[src/rtl/mem_defs.sv]
// Shared definitions for the memory stage: FSM states, access kinds and control-word bit map.
package mem_defs;

    localparam int CTRL_W = 33;

    // Positions of the memory-op fields inside the 33-bit control word
    localparam int CTRL_MEM_READ_B  = 0;
    localparam int CTRL_MEM_READ_W  = 1;
    localparam int CTRL_MEM_WRITE_B = 2;
    localparam int CTRL_MEM_WRITE_W = 3;

    typedef enum logic [1:0] {
        IDLE   = 2'd0,
        ACC_LO = 2'd1,
        ACC_HI = 2'd2
    } state_t;

    typedef enum logic [2:0] {
        NONE = 3'd0,
        RB   = 3'd1,
        RW   = 3'd2,
        WB   = 3'd3,
        WW   = 3'd4
    } acc_t;

    // Write beats read, word beats byte
    function automatic acc_t acc_kind(input logic rb, input logic rw,
                                      input logic wb, input logic ww);
        acc_t k;
        if (ww)      k = WW;
        else if (wb) k = WB;
        else if (rw) k = RW;
        else if (rb) k = RB;
        else         k = NONE;
        return k;
    endfunction

    function automatic logic acc_is_word(input acc_t k);
        return (k == RW) || (k == WW);
    endfunction

    function automatic logic acc_is_write(input acc_t k);
        return (k == WB) || (k == WW);
    endfunction

endpackage

[src/rtl/mem_stage_ctrl_decode.sv]
// Extracts the memory-op fields from the registered control word of the ALU stage.
module ctrl_decode
    import mem_defs::*;
(
    input  logic [CTRL_W-1:0] i_ctrl,
    output logic              o_mem_read_b,
    output logic              o_mem_read_w,
    output logic              o_mem_write_b,
    output logic              o_mem_write_w
);

    assign o_mem_read_b  = i_ctrl[CTRL_MEM_READ_B];
    assign o_mem_read_w  = i_ctrl[CTRL_MEM_READ_W];
    assign o_mem_write_b = i_ctrl[CTRL_MEM_WRITE_B];
    assign o_mem_write_w = i_ctrl[CTRL_MEM_WRITE_W];

endmodule

[src/rtl/mem_stage.sv]
// Memory pipeline stage: byte/word loads and stores over an 8-bit req/ack bus.
// Optional misaligned-word fault when MEM_STAGE_ALIGN_CHECK_EN is defined.
module mem_stage
    import mem_defs::*;
#(
    parameter int ADDR_W = 16
) (
    input  logic              clk,
    input  logic              rst_n,
    input  logic              in_valid,
    output logic              in_ready,
    input  logic [CTRL_W-1:0] control_signals_in,
    input  logic [ADDR_W-1:0] addr_in,
    input  logic [15:0]       wdata_in,
    input  logic [15:0]       pc_in,
    input  logic [15:0]       imm_in,
    output logic              bus_req,
    output logic              bus_we,
    output logic [ADDR_W-1:0] bus_addr,
    output logic [7:0]        bus_wdata,
    input  logic [7:0]        bus_rdata,
    input  logic              bus_ack,
    output logic              out_valid,
    output logic [15:0]       rdata_out,
    output logic [CTRL_W-1:0] control_signals_out,
    output logic [15:0]       pc_out,
    output logic [15:0]       imm_out,
    output logic              fault_out,
    output logic [1:0]        dbg_state
);

    state_t              r_state;
    state_t              w_state_nxt;
    acc_t                r_kind;
    acc_t                w_kind;
    logic                w_rb;
    logic                w_rw;
    logic                w_wb;
    logic                w_ww;
    logic                w_accept;
    logic                w_misalign;
    logic                w_start_bus;
    logic [7:0]          r_wdata_hi;
    logic                r_bus_req;
    logic                r_bus_we;
    logic [ADDR_W-1:0]   r_bus_addr;
    logic [7:0]          r_bus_wdata;
    logic                r_out_valid;
    logic [15:0]         r_rdata;
    logic [CTRL_W-1:0]   r_ctrl;
    logic [15:0]         r_pc;
    logic [15:0]         r_imm;
    logic                r_fault;

    ctrl_decode u_ctrl_decode (
        .i_ctrl        (control_signals_in),
        .o_mem_read_b  (w_rb),
        .o_mem_read_w  (w_rw),
        .o_mem_write_b (w_wb),
        .o_mem_write_w (w_ww)
    );

    assign w_kind   = acc_kind(w_rb, w_rw, w_wb, w_ww);
    assign w_accept = in_valid && (r_state == IDLE);

`ifdef MEM_STAGE_ALIGN_CHECK_EN
    assign w_misalign = acc_is_word(w_kind) && addr_in[0];
`else
    assign w_misalign = 1'b0;
`endif

    assign w_start_bus = w_accept && (w_kind != NONE) && !w_misalign;

    always_comb begin
        w_state_nxt = r_state;
        case (r_state)
            IDLE: begin
                if (w_start_bus)
                    w_state_nxt = ACC_LO;
            end
            ACC_LO: begin
                if (bus_ack)
                    w_state_nxt = acc_is_word(r_kind) ? ACC_HI : IDLE;
            end
            ACC_HI: begin
                if (bus_ack)
                    w_state_nxt = IDLE;
            end
            default: w_state_nxt = IDLE;
        endcase
    end

    always_ff @(posedge clk or negedge rst_n) begin
        if (!rst_n)
            r_state <= IDLE;
        else
            r_state <= w_state_nxt;
    end

    always_ff @(posedge clk or negedge rst_n) begin
        if (!rst_n) begin
            r_kind      <= NONE;
            r_wdata_hi  <= '0;
            r_bus_req   <= 1'b0;
            r_bus_we    <= 1'b0;
            r_bus_addr  <= '0;
            r_bus_wdata <= '0;
            r_out_valid <= 1'b0;
            r_rdata     <= '0;
            r_ctrl      <= '0;
            r_pc        <= '0;
            r_imm       <= '0;
            r_fault     <= 1'b0;
        end else begin
            r_out_valid <= 1'b0;
            r_fault     <= 1'b0;
            case (r_state)
                IDLE: begin
                    if (w_accept) begin
                        r_ctrl  <= control_signals_in;
                        r_pc    <= pc_in;
                        r_imm   <= imm_in;
                        r_rdata <= '0;
                        r_kind  <= w_kind;
                        if (w_start_bus) begin
                            r_bus_req   <= 1'b1;
                            r_bus_we    <= acc_is_write(w_kind);
                            r_bus_addr  <= addr_in;
                            r_bus_wdata <= wdata_in[7:0];
                            r_wdata_hi  <= wdata_in[15:8];
                        end else begin
                            r_out_valid <= 1'b1;
                            r_fault     <= w_misalign;
                        end
                    end
                end
                ACC_LO: begin
                    if (bus_ack) begin
                        if (!acc_is_write(r_kind))
                            r_rdata[7:0] <= bus_rdata;
                        if (acc_is_word(r_kind)) begin
                            // Natural ADDR_W-bit overflow gives the wrap to zero
                            r_bus_addr  <= r_bus_addr + {{(ADDR_W-1){1'b0}}, 1'b1};
                            r_bus_wdata <= r_wdata_hi;
                        end else begin
                            r_bus_req   <= 1'b0;
                            r_bus_we    <= 1'b0;
                            r_out_valid <= 1'b1;
                        end
                    end
                end
                ACC_HI: begin
                    if (bus_ack) begin
                        if (!acc_is_write(r_kind))
                            r_rdata[15:8] <= bus_rdata;
                        r_bus_req   <= 1'b0;
                        r_bus_we    <= 1'b0;
                        r_out_valid <= 1'b1;
                    end
                end
                default: begin
                    r_bus_req <= 1'b0;
                    r_bus_we  <= 1'b0;
                end
            endcase
        end
    end

    assign in_ready            = (r_state == IDLE);
    assign dbg_state           = r_state;
    assign bus_req             = r_bus_req;
    assign bus_we              = r_bus_we;
    assign bus_addr            = r_bus_addr;
    assign bus_wdata           = r_bus_wdata;
    assign out_valid           = r_out_valid;
    assign rdata_out           = r_rdata;
    assign control_signals_out = r_ctrl;
    assign pc_out              = r_pc;
    assign imm_out             = r_imm;
    assign fault_out           = r_fault;

endmodule

[config.mk]
export PLATFORM = sky130hd
export DESIGN_NAME = mem_stage
export DESIGN_NICKNAME = d
export VERILOG_FILES = /design/src/rtl/mem_defs.sv /design/src/rtl/mem_stage_ctrl_decode.sv /design/src/rtl/mem_stage.sv
export SDC_FILE = /design/constraint.sdc
export NUM_CORES = 1
export LEC_CHECK = 0
export CAP_MARGIN = 10
export CORE_UTILIZATION = 38
export DETAILED_ROUTE_END_ITERATION = 8
export PLACE_DENSITY_LB_ADDON = 0.12
export SKIP_LAST_GASP = 1
export SLEW_MARGIN = 20
export SYNTH_ARGS = -nofsm -noshare
export SYNTH_HDL_FRONTEND = slang
export SYNTH_SLANG_ARGS = --single-unit
export TNS_END_PERCENT = 5
[constraint.sdc]
create_clock -name clk -period 1.8 [get_ports clk]
set_clock_uncertainty 0.05 [all_clocks]
set_input_delay 0.27 -clock clk [delete_from_list [all_inputs] [get_ports clk]]
set_output_delay 0.27 -clock clk [all_outputs]
set_load 0.005 [all_outputs]
==> out/metrics.csv, run 1 <==
metric;value;unit
synth-seq-area-share;58.6;%
rsz0062_at_grt;yes;
drt_wl_total;15000;um
outcome;complete, but fails checks;
die_w;118;um
antenna_cells;0;
vdd_ir_drop_max;918;uV
clock_path_buffers;2;
syn_inst;582;
drtIter0Drc;362;
dieHeight;118;um
use_met1;26.1;%
final-hold-violation-count;0;
grt.overflow.total;0;
crit_path_start_kind;register;
yosysTopAreaCell;dfrtp_1;
slew_viol_final;0;
p_per_area;1830;nW/um2
cts_sinks;120;
drcViolationCount;0;
start_util;38.9;%
syn_nets;692;
synth.avg_cell_area;8.81;um2
failed_checks;negative setup slack;
top_usage_layer;met2;
antenna_found_initial;0;
hpwl;10300;um
io-pin-count;221;
fmax;0.547;GHz
layout.nets;938;
worst_pin_slew;0.587;ns
portBuffers;219;
ant_nets;0;
cts-htree-levels;4;
routedWlPerCell;14.7;um
synthDistinctLibCells;43;
grt_max_degree;69;
setup_viol;11;
met3_usage;8.78;%
synthArstFlopShare;100;%
critPathKind;reg2reg;
p_leak;3.90;nW
clk-insertion-delay-late;0.41;ns
cts.reportedPaths.clkPinSlew;0.05;ns
grt_pass1_vias;5015;
fin_setup_tns;-0.147;ns
worst_slack;-0.0267;ns
fp.dieArea;14000;um2
worstPathRequired;2.01;ns
synth_seq_cells;120;
cts-buffers-inserted;17;
synth_area_leaders;dfrtp_1 (59%), nand2_1 (21%), o21ai_0 (3.0%);
grt_use_met2;36.5;%
period_share;101;%
synthesis.area;5120;um2
path_max_fanout;16;
routed_via_density;4.78;
worstHoldPathType;in2async;
area_delta_synth_final;64.5;%
grt_pass1_wl;24500;um
cts_tree;built;
synth_top_area_share;58.6;%
cp.arrival;2.04;ns
drive_above_1_share;10.7;%
min_period;1.83;ns
yosysWarnings;0;
cap_viol_max_count;0;
maxSlewHeadroom;60.6;%
vias;4857;
cts_root_buf;clkbuf_16;
firstDrtPassIters;5;
rows;42;
synth_ff_type;dfrtp_1;
dp_slack;-0.554;ns
grt.total_usage;22.4;%
coreArea;13200;um2
cp-end-kind;register;
gp_congestion;0.814;
synth-edff-count;0;
-- metal layers --
| metal | part of all wire (%) | wire, um |
|---|---|---|
| met1 | 41 | 6070 |
| met3 | 8.9 | 1340 |
| met2 | 48 | 7230 |
| met4 | 2.2 | 331 |
| met5 | 0 | 0 |
-- per-stage QoR --
step | total power [mW] | util, % | area [um2] | hold WS [ns] | cells
after floorplan | 7.80 | - | 5120 | -0.0756 | 582
after global placement | 11.3 | 58.0 | 7660 | 0.0255 | 974
after detailed placement | 11.5 | 58.0 | 7660 | 0.0254 | 974
after CTS | 15.4 | 63.5 | 8370 | 0.137 | 1013
after global routing | 16.5 | 63.9 | 8430 | 0.146 | 1017
final | 15.4 | 63.9 | 8430 | 0.148 | 1017
-- power breakdown --
| part | internal, mW | total, mW | switching [mW] |
|---|---|---|---|
| logic | 3.78 | 6.91 | 3.13 |
| registers | 3.99 | 4.86 | 0.876 |
| clock network | 2.49 | 3.64 | 1.15 |
-- final cells by class --
class | count | area (um2)
Clock buffer | 24 | 502
Clock inverter | 8 | 140
Fill cell | 1121 | 4760
Inverter | 2 | 7.51
Multi-Input combinational cell | 426 | 1980
Sequential cell | 120 | 3010
Tap cell | 176 | 220
Timing Repair Buffer | 261 | 2580
-- cell usage after synthesis, types with 6 or more instances --
cell type,number
nor2_1,17
nand3_1,8
buf_2,12
o21ai_1,6
nand2_1,283
a31oi_1,12
dfrtp_1,120
o22ai_1,7
buf_4,6
a21oi_1,19
o21ai_0,31
clkbuf_1,15
-- what timing repair did --
| action | 4_1_cts | 5_1_grt |
|---|---|---|
| endpoints found under the setup margin | 40 | 73 |
| cloned | 1 | 0 |
| hold endpoints to repair | 120 | 0 |
| buffers inserted | 5 | 4 |
| pin swaps | 2 | 0 |
| hold buffers | 1 | 0 |
| resized for setup | 0 | 8 |
-- kinds of logic (layout without fill, tap and decap cells) --
logic type / Yosys count / count (layout) / share of synthesized area, %
simple gates: 330 / 330 / 26.2
flops: 120 / 120 / 58.6
compound gates: 91 / 92 / 10.9
buf+inv: 37 / 295 / 3.59
fa+ha+maj: 1 / 1 / 0.244
other cells: 1 / 1 / 0.0732
xor+xnor: 1 / 1 / 0.171
mux: 1 / 1 / 0.195
-- path summary, 6_finish.rpt --
| kind | to | depth (start not counted) | slack (ns) | start |
|---|---|---|---|---|
| max reg2reg | rdata_out[3] | 5 | -0.03 | dbg_state[1] |
| min | rdata_out[4] | 2 | 0.15 | rst_n |
| max in group asynchronous | imm_out[14] | 3 | 1.02 | rst_n |
| max | rdata_out[3] | 5 | -0.03 | dbg_state[1] |
| min reg2reg | control_signals_out[4] | 2 | 0.42 | control_signals_out[4] |
| min in group clk | imm_out[4] | 3 | 0.33 | imm_in[4] |
-- worst max-delay path: stages, from the launching register on --
cell and delay, ns:
dfrtp_2 0.47, buf_4 0.16, or3b_2 0.53, o2bb2ai_2 0.27, nand2_1 0.11, o21ai_0 0.09
-- layout by cell type (no fill, tap or decap), types with 2 or more instances in the layout --
master	n
nand4_1	2
o22ai_1	7
o21ai_1	6
clkinv_2	4
nand3_1	8
a21o_1	2
dfrtp_1	118
a32oi_1	2
buf_12	5
bufinv_16	4
inv_1	2
a21oi_1	19
o21ai_0	31
clkdlybuf4s50_1	217
clkbuf_1	2
buf_4	36
nor3_2	2
a31oi_1	12
nand2b_1	4
a2bb2oi_1	5
nor2_1	17
clkbuf_16	17
clkbuf_8	5
nand2_1	282
nor2b_1	2
dfrtp_2	2
-- registers in the layout, summed over array words and instances, names as in the netlist, 2 cells and up --
| signal | flops |
|---|---|
| r_kind | 2 |
| dbg_state | 2 |
| control_signals_out | 33 |
| bus_addr | 16 |
| pc_out | 16 |
| r_wdata_hi | 8 |
| imm_out | 16 |
| bus_wdata | 8 |
| rdata_out | 16 |
Note: power is estimated with default switching activity, not from simulation.
==> run 2: changes to the inputs <==
Settings changed: CORE_UTILIZATION 38 to 43, SYNTH_HIERARCHICAL from default to 1.
Clock period 1.8 ns to 2.1 ns, I/O delays scaled along.
==> out/metrics.csv, run 2 <==
metric;value;unit;change
cp.arrival;1.68;ns;-0.36 ns
portBuffers;219;;unchanged
period_share;97.2;%;
final_cells;971;;-4.5%
cts_root_buf;clkbuf_16;;
die_w;112;um;-5.6%
worst_slack;0.0587;ns;+0.0854 ns
worstHoldPathType;in2reg;;
syn_nets;700;;+1.2%
failed_checks;design-rule violations;;
crit_path_start_kind;register;;
outcome;complete, but fails checks;;
cts-buffers-inserted;17;;unchanged
io-pin-count;221;;unchanged
cts_tree;built;;
n_fill_cell;945;;-16%
gp_congestion;0.868;;+6.6%
vias;4914;;+1.2%
synth_common_cells;nand2_1 (285), dfrtp_1 (121), o21ai_0 (29);;
power_frac_seq;33.9;%;+2.4 points
critPathKind;reg2out;;
synth_top_area_share;58.7;%;+0.12 points
syn_inst;590;;+1.4%
largest_reg_flops;33;;unchanged
clkPwrFrac;21.1;%;-2.5 points
clk-insertion-delay-late;0.41;ns;about the same
fmax;0.490;GHz;
final-hold-violation-count;0;;unchanged
rsz0062_at_grt;yes;;
cts.reportedPaths.clkPinSlew;0.05;ns;about the same
drive_above_1_share;7.25;%;-3.5 points
yosysWarnings;6;;+6
path_max_fanout;7;;-9
start_util;44.6;%;+5.7 points
clock_path_buffers;2;;unchanged
grt_pass1_wl;23900;um;-2.5%
mostFrequentLayoutCell;nand2_1;;
cts_sinks;121;;+0.83%
final_cell_mix;nand2_1 (285), clkdlybuf4s50_1 (218), dfrtp_1 (121);;
intPower;8.07;mW;-21%
routed_via_density;5.06;;+6.0%
p_leak;3.76;nW;-3.6%
vdd_ir_drop_max;835;uV;-9.1%
worst_pin_slew;0.637;ns;+0.0502 ns
cts-htree-levels;4;;unchanged
coreArea;11600;um2;-12%
grt_max_degree;122;;+77%
yosysTopAreaCell;dfrtp_1;;
firstDrtPassIters;7;;+2
dp_cells;937;;-3.8%
p_sw;4.31;mW;-17%
synth-seq-area-share;58.7;%;+0.12 points
grt.overflow.total;0;;unchanged
synth_seq_cells;121;;+0.83%
synthesis.area;5160;um2;+0.63%
cap_viol_max_count;0;;unchanged
worstPathRequired;1.74;ns;-0.27 ns
cp-end-kind;output pin;;
p_comb_share;45.0;%;+0.2 points
min_period;2.04;ns;
ant_nets;0;;unchanged
synthArstFlopShare;100;%;unchanged
p_sw_share;34.8;%;+1.3 points
synth_area_leaders;dfrtp_1 (59%), nand2_1 (21%), o21ai_0 (2.8%);;
antenna_found_initial;0;;unchanged
slew_viol_final;0;;unchanged
hpwl;10000;um;-2.0%
drcViolationCount;11;;+11
p_per_area;1530;nW/um2;-17%
setup_viol;0;;-11
whs_path_depth;3;;
synthDistinctLibCells;43;;unchanged
grt.total_usage;24.4;%;+2.0 points
fp.dieArea;12400;um2;-11%
routedWlPerCell;15.0;um;+2.0%
layout.nets;926;;-1.3%
dp_slack;-0.449;ns;+0.104 ns
p_total;12.4;mW;-20%
grt_pass1_vias;5028;;+0.26%
synth_ff_type;dfrtp_1;;
synth-edff-count;0;;unchanged
antenna_cells;0;;unchanged
yosysMostFrequentCell;nand2_1;;
maxSlewHeadroom;57.5;%;-3.1 points
rr_worst_depth;5;;unchanged
synth.avg_cell_area;8.74;um2;-0.73%
area_delta_synth_final;57.4;%;
drtIter0Drc;482;;+33%
dieHeight;112;um;-5.6%
rows;39;;-7.1%
drt_wl_total;14600;um;-2.6%
-- run 2: cell count changes in the layout (fill, tap and decap cells not counted), moves of 2 or more --
cell	previous run	this run
clkbuf_1	2	7
dfrtp_1	118	121
nand2_1	282	285
buf_4	36	22
dfrtp_2	2	0
clkinv_2	4	2
o21ai_0	31	29
buf_12	5	3
bufinv_16	4	0
-- run 2: cells by family after synthesis --
logic type	count (synthesis)	share of synthesized area, %
compound gates	91	10.6
xor+xnor	1	0.170
fa+ha+maj	1	0.243
buf+inv	41	3.98
flops	121	58.7
mux	1	0.194
other cells	1	0.0727
simple gates	333	26.0
-- run 2: layer usage --
metal	track usage [%]	routed length [um]	share of wire [%]	up-vias
met5	0	0	0	-
met4	11.1	353	2.4	0
met3	8.17	1260	8.7	34
met2	40.3	7100	49	211
met1	29.0	5870	40	2309
li1	-	-	-	2360
-- run 2: worst paths after layout --
path | from | end | slack (ns)
worst max-delay path | dbg_state[1] | in_ready | 0.06
worst min-delay path | pc_in[7] | pc_out[7] | 0.38
worst max register to register | dbg_state[1] | bus_addr[2] | 0.18
worst min register to register | control_signals_out[13] | control_signals_out[13] | 0.42
max in group asynchronous | rst_n | control_signals_out[24] | 1.04
min in group asynchronous | rst_n | rdata_out[14] | 0.50
-- run 2: power by group through the flow --
| stage | clock, mW | sequential, mW | combinational (mW) |
|---|---|---|---|
| finish | 2.61 | 4.19 | 5.58 |
| global route | 2.76 | 4.33 | 6.14 |
| CTS | 2.66 | 4.19 | 5.51 |
| detailed placement | 0 | 4.20 | 5.47 |
| global placement | 0 | 4.15 | 5.33 |
| floorplan | 0 | 4.17 | 2.50 |
-- run 2: timing repair --
action / in CTS / in global routing
buffers inserted: 0 / 1
endpoints found under the hold margin: 68 / 0
hold buffers: 1 / 0
cloned: 0 / 1
endpoints found under the setup margin: 2 / 14
pin swaps: 0 / 2
gates resized for setup: 1 / 0
-- run 2: final cells by class --
class                           instances  area (um2)  share of cell area [%]
Clock buffer                           29         520                    6.41
Clock inverter                          2        10.0                   0.123
Inverter                                3        11.3                   0.139
Multi-Input combinational cell        429        1950                    24.0
Sequential cell                       121        3030                    37.3
Tap cell                              143         179                    2.20
Timing Repair Buffer                  244        2420                    29.8
-- run 2: through the flow --
step	area, um2	hold WS [ns]	TNS, ns	util (%)
after global routing	8120	0.383	-0.0715	70.2
after global placement	7540	0.406	-6.83	65.2
after floorplan	5160	-0.0306	0	-
after CTS	8080	0.362	0	69.9
final	8120	0.382	0	70.2
after detailed placement	7540	0.412	-7.64	65.2
-- run 2: worst max-delay path, cell delays in order (launching register included) --
cell and delay, ns:
dfrtp_1 0.48, buf_4 0.20, nor2_1 0.09, clkdlybuf4s50_1 0.50
==> run 3: changes to the inputs <==
Settings changed: CAP_MARGIN 10 to default.
==> results of run 3 <==
No change in the layout: final DEF, timing and power equal those of run 2.
